==> config.mk <==
export PLATFORM = sky130hd
export DESIGN_NAME = fetch_ctrl_flat
export DESIGN_NICKNAME = d
export VERILOG_FILES = /design/src/rtl/fetch_ctrl_pkg.sv /design/src/rtl/fetch_ctrl_if.sv /design/src/rtl/fetch_ctrl_redir_sel.sv /design/src/rtl/fetch_ctrl.sv /design/src/flat_wrapper.sv
export SDC_FILE = /design/constraint.sdc
export NUM_CORES = 1
export LEC_CHECK = 0
export ABC_AREA = 1
export CORE_ASPECT_RATIO = 0.5
export CORE_MARGIN = 5
export CORE_UTILIZATION = 42
export DETAILED_ROUTE_END_ITERATION = 7
export PLACE_DENSITY_LB_ADDON = 0.08
export SYNTH_ARGS = -nofsm -noshare
export SYNTH_HDL_FRONTEND = slang
export SYNTH_SLANG_ARGS = --single-unit
==> constraint.sdc <==
create_clock -name clk -period 1.5 [get_ports clk]
set_input_delay 0.15 -clock clk [delete_from_list [all_inputs] [get_ports clk]]
set_output_delay 0.15 -clock clk [all_outputs]
set_load 0.02 [all_outputs]
==> src/rtl/fetch_ctrl_pkg.sv <==
// rtl/fetch_ctrl_pkg.sv - shared CPU constants and fetch FSM encoding
package fetch_ctrl_pkg;

  localparam logic [31:0] RESET_PC_DEF = 32'h0000_3000;
  localparam logic [31:0] EXC_VEC_DEF  = 32'h0000_4180;

  typedef enum logic [1:0] {
    ST_IDLE  = 2'd0,
    ST_REQ   = 2'd1,
    ST_DRAIN = 2'd2
  } fetch_state_t;

  function automatic logic [31:0] word_align(input logic [31:0] addr);
    return {addr[31:2], 2'b00};
  endfunction

endpackage

==> src/rtl/fetch_ctrl_if.sv <==
// rtl/fetch_ctrl_if.sv - instruction-memory request/response bus
interface fetch_ctrl_if;

  logic        im_req;
  logic [31:0] im_addr;
  logic        im_ready;
  logic [31:0] im_rdata;

  modport master (output im_req, output im_addr, input im_ready, input im_rdata);
  modport slave  (input im_req, input im_addr, output im_ready, output im_rdata);

endinterface

==> src/rtl/fetch_ctrl_redir_sel.sv <==
// rtl/fetch_ctrl_redir_sel.sv - redirect priority mux: exception, eret, branch
module redir_sel
  import fetch_ctrl_pkg::*;
#(
  parameter logic [31:0] EXC_VEC = EXC_VEC_DEF
) (
  input  logic        i_exc_req,
  input  logic        i_eret_req,
  input  logic [31:0] i_epc,
  input  logic        i_redir_valid,
  input  logic [31:0] i_redir_pc,
  output logic        o_valid,
  output logic [31:0] o_target
);

  assign o_valid  = i_exc_req | i_eret_req | i_redir_valid;
  assign o_target = i_exc_req  ? EXC_VEC :
                    i_eret_req ? i_epc   : i_redir_pc;

endmodule

==> src/rtl/fetch_ctrl.sv <==
// rtl/fetch_ctrl.sv - instruction fetch controller feeding the IF/ID slot
module fetch_ctrl
  import fetch_ctrl_pkg::*;
#(
  parameter logic [31:0] RESET_PC = RESET_PC_DEF,
  parameter logic [31:0] EXC_VEC  = EXC_VEC_DEF
) (
  input  logic                clk,
  input  logic                reset,
  input  logic                stall,
  input  logic                redir_valid,
  input  logic [31:0]         redir_pc,
  input  logic                exc_req,
  input  logic                eret_req,
  input  logic [31:0]         epc,
  fetch_ctrl_if.master        imem,
  output logic                if_valid,
  output logic [31:0]         if_instr,
  output logic [31:0]         if_pc
);

  fetch_state_t r_state, w_state_nxt;
  logic [31:0]  r_pc, w_pc_nxt;
  logic [31:0]  r_stale_addr, w_stale_nxt;
  logic         r_if_valid, w_if_valid_nxt;
  logic [31:0]  r_if_instr, w_if_instr_nxt;
  logic [31:0]  r_if_pc, w_if_pc_nxt;

  logic         w_redir;
  logic [31:0]  w_target;
  logic         w_slot_free;
  logic         w_issue;
  logic         w_accept;

  redir_sel #(.EXC_VEC(EXC_VEC)) u_redir_sel (
    .i_exc_req    (exc_req),
    .i_eret_req   (eret_req),
    .i_epc        (epc),
    .i_redir_valid(redir_valid),
    .i_redir_pc   (redir_pc),
    .o_valid      (w_redir),
    .o_target     (w_target)
  );

  // A request is only presented when its response could land in the slot,
  // so a buffered instruction is never overwritten under stall.
  assign w_slot_free   = !r_if_valid || !stall;
  assign w_issue       = !reset && ((r_state == ST_DRAIN) || w_slot_free);
  assign w_accept      = w_issue && imem.im_ready && (r_state != ST_DRAIN) && !w_redir;
  assign imem.im_req   = w_issue;
  assign imem.im_addr  = (r_state == ST_DRAIN) ? r_stale_addr : r_pc;

  assign if_valid = r_if_valid;
  assign if_instr = r_if_instr;
  assign if_pc    = r_if_pc;

  always_comb begin
    w_state_nxt    = r_state;
    w_pc_nxt       = r_pc;
    w_stale_nxt    = r_stale_addr;
    w_if_valid_nxt = r_if_valid;
    w_if_instr_nxt = r_if_instr;
    w_if_pc_nxt    = r_if_pc;

    if (r_if_valid && !stall) begin
      w_if_valid_nxt = 1'b0;
    end

    case (r_state)
      ST_IDLE, ST_REQ: begin
        if (w_redir) begin
          w_pc_nxt       = word_align(w_target);
          w_if_valid_nxt = 1'b0;
          // An unanswered request stays owed to memory at its old address.
          if (w_issue && !imem.im_ready) begin
            w_state_nxt = ST_DRAIN;
            w_stale_nxt = r_pc;
          end else begin
            w_state_nxt = ST_REQ;
          end
        end else if (w_accept) begin
          w_if_valid_nxt = 1'b1;
          w_if_instr_nxt = imem.im_rdata;
          w_if_pc_nxt    = r_pc;
          w_pc_nxt       = r_pc + 32'd4;
          w_state_nxt    = stall ? ST_IDLE : ST_REQ;
        end else if (w_issue) begin
          w_state_nxt = ST_REQ;
        end else begin
          w_state_nxt = ST_IDLE;
        end
      end
      ST_DRAIN: begin
        if (w_redir) begin
          w_pc_nxt       = word_align(w_target);
          w_if_valid_nxt = 1'b0;
        end
        if (imem.im_ready) begin
          w_state_nxt = ST_REQ;
        end
      end
      default: begin
        w_state_nxt = ST_IDLE;
      end
    endcase
  end

  always_ff @(posedge clk) begin
    if (reset) begin
      r_state      <= ST_IDLE;
      r_pc         <= RESET_PC;
      r_stale_addr <= 32'd0;
      r_if_valid   <= 1'b0;
      r_if_instr   <= 32'd0;
      r_if_pc      <= 32'd0;
    end else begin
      r_state      <= w_state_nxt;
      r_pc         <= w_pc_nxt;
      r_stale_addr <= w_stale_nxt;
      r_if_valid   <= w_if_valid_nxt;
      r_if_instr   <= w_if_instr_nxt;
      r_if_pc      <= w_if_pc_nxt;
    end
  end

endmodule

==> src/flat_wrapper.sv <==
// flat-port wrapper written by rule: the top's interface ports become plain ports
module fetch_ctrl_flat import fetch_ctrl_pkg::*;
#(
  parameter logic [31:0] RESET_PC = RESET_PC_DEF,
  parameter logic [31:0] EXC_VEC  = EXC_VEC_DEF
)
  (clk, reset, stall, redir_valid, redir_pc, exc_req, eret_req, epc, if_valid, if_instr, if_pc, imem_im_req, imem_im_addr, imem_im_ready, imem_im_rdata);
  fetch_ctrl_if imem_i ();
  input  logic clk;
  input  logic reset;
  input  logic stall;
  input  logic redir_valid;
  input  logic [31:0] redir_pc;
  input  logic exc_req;
  input  logic eret_req;
  input  logic [31:0] epc;
  output logic if_valid;
  output logic [31:0] if_instr;
  output logic [31:0] if_pc;
  output wire logic [$bits(imem_i.im_req)-1:0] imem_im_req;
  output wire logic [$bits(imem_i.im_addr)-1:0] imem_im_addr;
  input wire logic [$bits(imem_i.im_ready)-1:0] imem_im_ready;
  input wire logic [$bits(imem_i.im_rdata)-1:0] imem_im_rdata;
  assign imem_im_req = imem_i.im_req;
  assign imem_im_addr = imem_i.im_addr;
  assign imem_i.im_ready = imem_im_ready;
  assign imem_i.im_rdata = imem_im_rdata;
  fetch_ctrl #(.RESET_PC(RESET_PC), .EXC_VEC(EXC_VEC)) u_core (.clk(clk), .reset(reset), .stall(stall), .redir_valid(redir_valid), .redir_pc(redir_pc), .exc_req(exc_req), .eret_req(eret_req), .epc(epc), .imem(imem_i), .if_valid(if_valid), .if_instr(if_instr), .if_pc(if_pc));
endmodule
* Yosys cells after proc, flatten, opt, wreduce, memory -nomap -nowiden *
Index checks and enable logic that the tools add are counted.

cells by class
  add/sub/neg operators = 1
  equal/unequal tests = 6
  muxes and demuxes = 19
  bitwise operators = 3
  reductions and logical operators = 19

operators with widths
  kind                                                    count
  2-to-1 mux 32 bit                                       6
  one-hot mux 32 bit (2 select lines)                     1
  adder 32 x 3 -> 32 bit (second input constant)          1
  AND reduction 3 bit                                     3
  2-to-1 mux 2 bit                                        4
  logical AND 1 bit                                       6
  2-to-1 mux 1 bit                                        6
  zero test 1 bit                                         5
  inequality test 2 bit (second input constant)           2
  one-hot mux 2 bit (2 select lines)                      1
  inequality test 3 x 1 -> 1 bit (second input constant)  1
  == test 2 x 1 -> 1 bit (second input constant)          1
  == test 2 bit (second input constant)                   1
  zero test 2 bit                                         1
  logical OR 1 bit                                        2
  inequality test 2 x 1 -> 1 bit (second input constant)  1
  bitwise OR 1 bit                                        2
  one-hot mux 1 bit (2 select lines)                      1
  nonzero test 2 bit                                      1
  OR reduction 2 bit                                      1
  inverter 1 bit                                          1

word-level totals
  bits in registers = 131
  input port bits = 103
  output and inout bits = 98
  logic and storage cells = 54

* Logic depth before layout (Yosys ltp) *
  word-level depth = 10
  mapped depth = 11
  mapped depth without buffers = 11

* Hierarchy *
A second synthesis with hierarchy kept.

unflattened totals
  cell total of the unflattened synthesis = 1,049
  area total of the unflattened synthesis = 6,691.4 µm²

by module, submodules not included
  module      instances  cells an instance  area an instance (µm²)  seq. area each (µm²)
  fetch_ctrl  1          881                5,925.7                 2,502.4
  redir_sel   1          168                765.7                   0.0

* Worst setup path after synthesis *
OpenSTA, ideal clock, no wires.

  path type = register -> register
  start = reg u_core.r_state[1]
  end = reg u_core.r_if_instr[27] (netlist: u_core.if_instr[27])
  setup time = 0.116 ns
  data arrival time = 1.511 ns
  data required time = 1.384 ns
  path slack = -0.127 ns
  stages on the path, launching flop included = 10
  buffers on the path = 2
  clock period less this slack = 1.627 ns
  cell sequence = dfxtp_1 > nand2_2 > a21oi_4 > nand3_2 > nor2_4 > inv_2 > buf_6 > buf_6 > nor2_1 > nor2_1

between the ends
  cells in the longest elaborated chain, start to end = 7
  elaborated cells between the ends (all ways) = 11
  those cells by class = eq/ne: 3; reduce/logical: 8

RTL lines
  item                             line                RTL
  start: declaration               fetch_ctrl.sv:22    fetch_state_t r_state, w_state_nxt;
  start signal: assignment         fetch_ctrl.sv:117   r_state <= w_state_nxt;
  == test 2 bit                    fetch_ctrl.sv:48    assign w_issue = !reset && ((r_state == ST_DRAIN) || w_slot_free);
  logical OR 1 bit                 fetch_ctrl.sv:48
  logical AND 1 bit                fetch_ctrl.sv:48
  net imem_im_req                  flat_wrapper.sv:20  output wire logic [$bits(imem_i.im_req)-1:0] imem_im_req;
  logical AND 1 bit (3 in series)  fetch_ctrl.sv:49    assign w_accept = w_issue && imem.im_ready && (r_state != ST_DRAIN) && !w_redir;
  AND reduction 3 bit (no line)    -
  end signal: assignment           fetch_ctrl.sv:121   r_if_instr <= w_if_instr_nxt;
  end: declaration                 fetch_ctrl.sv:26    logic [31:0] r_if_instr, w_if_instr_nxt;

The timed path passes the listed nets, and every way through them passes these cells.
A chain may end at the register's enable or synchronous reset.

* Worst setup path after layout *
  start = reg u_core.r_state[0]
  end = reg u_core.r_if_instr[20] (netlist: u_core.if_instr[20])

between the ends
  cells in the longest elaborated chain, start to end = 7
  elaborated cells between the ends (all ways) = 11
  those cells by class = eq/ne: 3; reduce/logical: 8

RTL lines
  item                               line
  == test 2 bit                      fetch_ctrl.sv:48
  logical OR 1 bit                   fetch_ctrl.sv:48
  logical AND 1 bit                  fetch_ctrl.sv:48
  logical AND 1 bit (3 in series)    fetch_ctrl.sv:49
  AND reduction 3 bit (no line) (*)  -

Every way passes the cells marked *; elsewhere a longest branch is shown, timed or not.

==> run metrics <==
outcome finished, violations left; violated checks negative setup slack; Mapped Area 0.00617 mm²; core area approximately 0.014 mm²; largest net degree at the start of global routing 40; final hold viol count 0; vias in the first global route 7954; maximum vdd drop roughly 0.89 mV; Final Wtd Congestion 0.907; fin crit period 1.87 ns; critical-path cell list inv_2 -> nand2_4 -> buf_6 -> a21oi_4 -> nand3_4 -> nor2_4 -> buf_12 -> buf_8 -> buf_12 -> buf_12 -> o21ai_1 -> nor2_1; first-pass GRT wire length between 40 and 50 mm; row cnt 31; grt ovf 0; Die Ht 95.7 µm; f_max 536 MHz; # H-tree levels 4; clock tree root buffer cell clkbuf_16; area occupied by multi-input gates 0.00397 mm²; Vias 8501; Longest Clk Path Bufs 2; Setup CP Type flop to flop; Worst EP required between 1.5 and 2 ns; synth unique cells 32; initial antenna violation count 0; wire per inst between 20 and 25 µm; clock skew approximately 0.014 ns; delay-heaviest family, CP buffers and inverters; DRT iter0 DRCs ~1100; number of synthesized register bits around 130; Worst Path Buf+Inv 6; TritonCTS clock tree done; Routed Antenna Nets 0; fin nets around 1400; Yosys Warn Count 0; Mapped Avg Cell Area about 6.6 µm²; layout filler cell count between 800 and 900; CTS sink count about 130; die area approximately 0.017 mm²; DP HPWL ~17 mm; Initial Utilization 0.428; DRT Wirelength 31.5 mm; Slew Limit Fails 0; Setup violations, final roughly 150; GRT Total Usage 0.301; final period utilization 1.24; Pwr per Cell Area roughly 850 mW/mm²; clock slew at reported path FFs ~0.07 ns; CP max-delay cell dfxtp_2; Leakage about 6.1 nW; fraction of layout instances using a drive strength above 1 0.332; max cap viols 0; Hold Worst Slack around 0.31 ns; Vias/cell between 5 and 6; DRC viols 0; Cells after Synth 942; area grow syn2layout 94.7%; Clock Latency Late Sink around 0.42 ns; Pre-Repair DR Iteration Count 6; I/O Buffers roughly 190; fin cells 1485; worst min path class primary input to flop; crit-path most repeated cell buf_12; Data arrival, critical path 2.21 ns; final core utilization 0.833; slowest stage delay, CP approximately 0.33 ns; Top-Level Pins 201; Power, Total 10.3 mW; Num CTS Buffers 17; metal2 WL around 14 mm; RSZ-0062 raised after global routing yes; DR top layer met4; DR WL met3 roughly 4.0 mm; CP Launch Type flop; M1 wire length between 10 and 15 mm; setup TNS -33.07 ns; cts hold-fix bufs 0; FF+latch area 0.00251 mm²; Inst Count DP ~1400; die width 181 µm; setup ws final -0.366 ns; Crit. End Element flop; Seq/Total Area, Yosys 0.405; crit-path max FO 8
flip-flops by register name, summed over array words and instances, names as in the netlist:
signal,cells
u_core.r_stale_addr,30
u_core.if_valid,1
u_core.if_instr,32
u_core.if_pc,30
u_core.r_state,2
u_core.r_pc,30
per-layer routing:
layer / vias to the layer above / track usage
li1: 3755 / -
met1: 4043 / 0.371
met2: 582 / 0.510
met3: 121 / 0.102
met4: 0 / 0.0880
met5: - / 0
synth_stat cells:
library cell | instances | share of area
o31ai_1 | 3 | 0.0036
nor2_4 | 1 | 0.0018
clkbuf_2 | 1 | 0.00081
dfxtp_1 | 125 | 0.41
a21oi_4 | 1 | 0.0026
clkbuf_1 | 33 | 0.020
nand4_1 | 5 | 0.0051
inv_2 | 4 | 0.0024
nor2_1 | 172 | 0.10
o21bai_1 | 2 | 0.0024
a21oi_1 | 80 | 0.065
ha_1 | 1 | 0.0020
conb_1 | 1 | 0.00061
xor2_1 | 8 | 0.011
nor3_1 | 2 | 0.0016
o21ai_0 | 175 | 0.14
o211ai_1 | 3 | 0.0036
buf_6 | 3 | 0.0055
buf_4 | 8 | 0.0097
inv_1 | 51 | 0.031
buf_2 | 18 | 0.015
nor2_2 | 1 | 0.0010
nand2_1 | 180 | 0.11
xnor2_1 | 1 | 0.0014
nand3_2 | 2 | 0.0032
nand3_1 | 42 | 0.034
or2_2 | 2 | 0.0020
clkinv_1 | 4 | 0.0024
o21ai_1 | 9 | 0.0073
nand2_2 | 2 | 0.0020
o22ai_1 | 1 | 0.0010
buf_1 | 1 | 0.00061
cells in the final DEF, fill, tap and decap left out, drive strengths merged:
cell           netlist  routed
xnor2                1       1
dfxtp              125     125
nand4                5       5
conb                 1       4
bufbuf               0       1
or2                  2       2
inv                 55      63
o211ai               3       3
ha                   1       1
o21bai               2       2
nand3               44      44
o22ai                1       1
nor3                 2       2
o31ai                3       3
nand2              182     182
clkbuf              34      28
buf                 30     201
xor2                 8       8
clkinvlp             0       3
a21oi               81      81
nor2               174     174
clkdlybuf4s50        0      98
dlygate4sd2          0       2
clkinv               4       7
dlymetal6s2s         0      61
diode                0       1
o21ai              184     184
logic make-up (layout without fill, tap and decap cells):
kind of cell	count (synthesis)	in the layout	share of synthesized area
AOI/OAI and AO/OA	274	274	0.227
buffers and inverters	123	464	0.0871
and+or+nand+nor	409	409	0.265
xor gates and xnor gates	9	9	0.0128
DFF	125	125	0.405
adders and majority gates	1	1	0.00203
other	1	5	0.000607
path summary, 6_finish.rpt:
path | startpoint | to | slack, ns | cells after the start
worst max-delay path | u_core.r_state[0] | u_core.if_instr[20] | -0.37 | 12
worst min-delay path | imem_im_rdata[29] | u_core.if_instr[29] | 0.31 | 3
worst max register to register | u_core.r_state[0] | u_core.if_instr[20] | -0.37 | 12
worst min register to register | u_core.if_instr[21] | u_core.if_instr[21] | 0.51 | 2
worst min-delay path: cells and delay by family:
kind	cells	cell delay, ns
AND/OR/NAND/NOR	2	0.14
buffers and inverters	1	0.40
report_power, final:
group          switching (mW)  leakage [nW]  internal [mW]
Clock                    1.89         0.279           2.25
Sequential              0.161          1.02           3.48
Combinational            1.25          4.79           1.21
through the flow:
stage / setup WS, ns / instance area, µm²
6_report: -0.366 / 12000
5_1_grt: -0.429 / 12000
4_1_cts: -0.296 / 11000
3_5_place_dp: -0.393 / 9110
3_3_place_gp: -0.340 / 9110
2_1_floorplan: -0.0674 / 6210
area by class of cell:
class                           instances  area share
Tap cell                              198      0.0206
Clock inverter                         14      0.0117
Antenna cell                            1    0.000208
Sequential cell                       125       0.209
Multi-Input combinational cell        697       0.331
Clock buffer                           18      0.0365
Inverter                               59      0.0209
Timing Repair Buffer                  373       0.371
timing repair:
action | CTS | global route
setup buffers | 27 | 12
gates cloned | 17 | 14
endpoints found under the hold margin | 0 | 0
pin swaps | 56 | 63
endpoints found under the setup margin | 200 | 216
gates resized for setup | 421 | 221
Note: power is estimated with default switching activity, not from simulation.
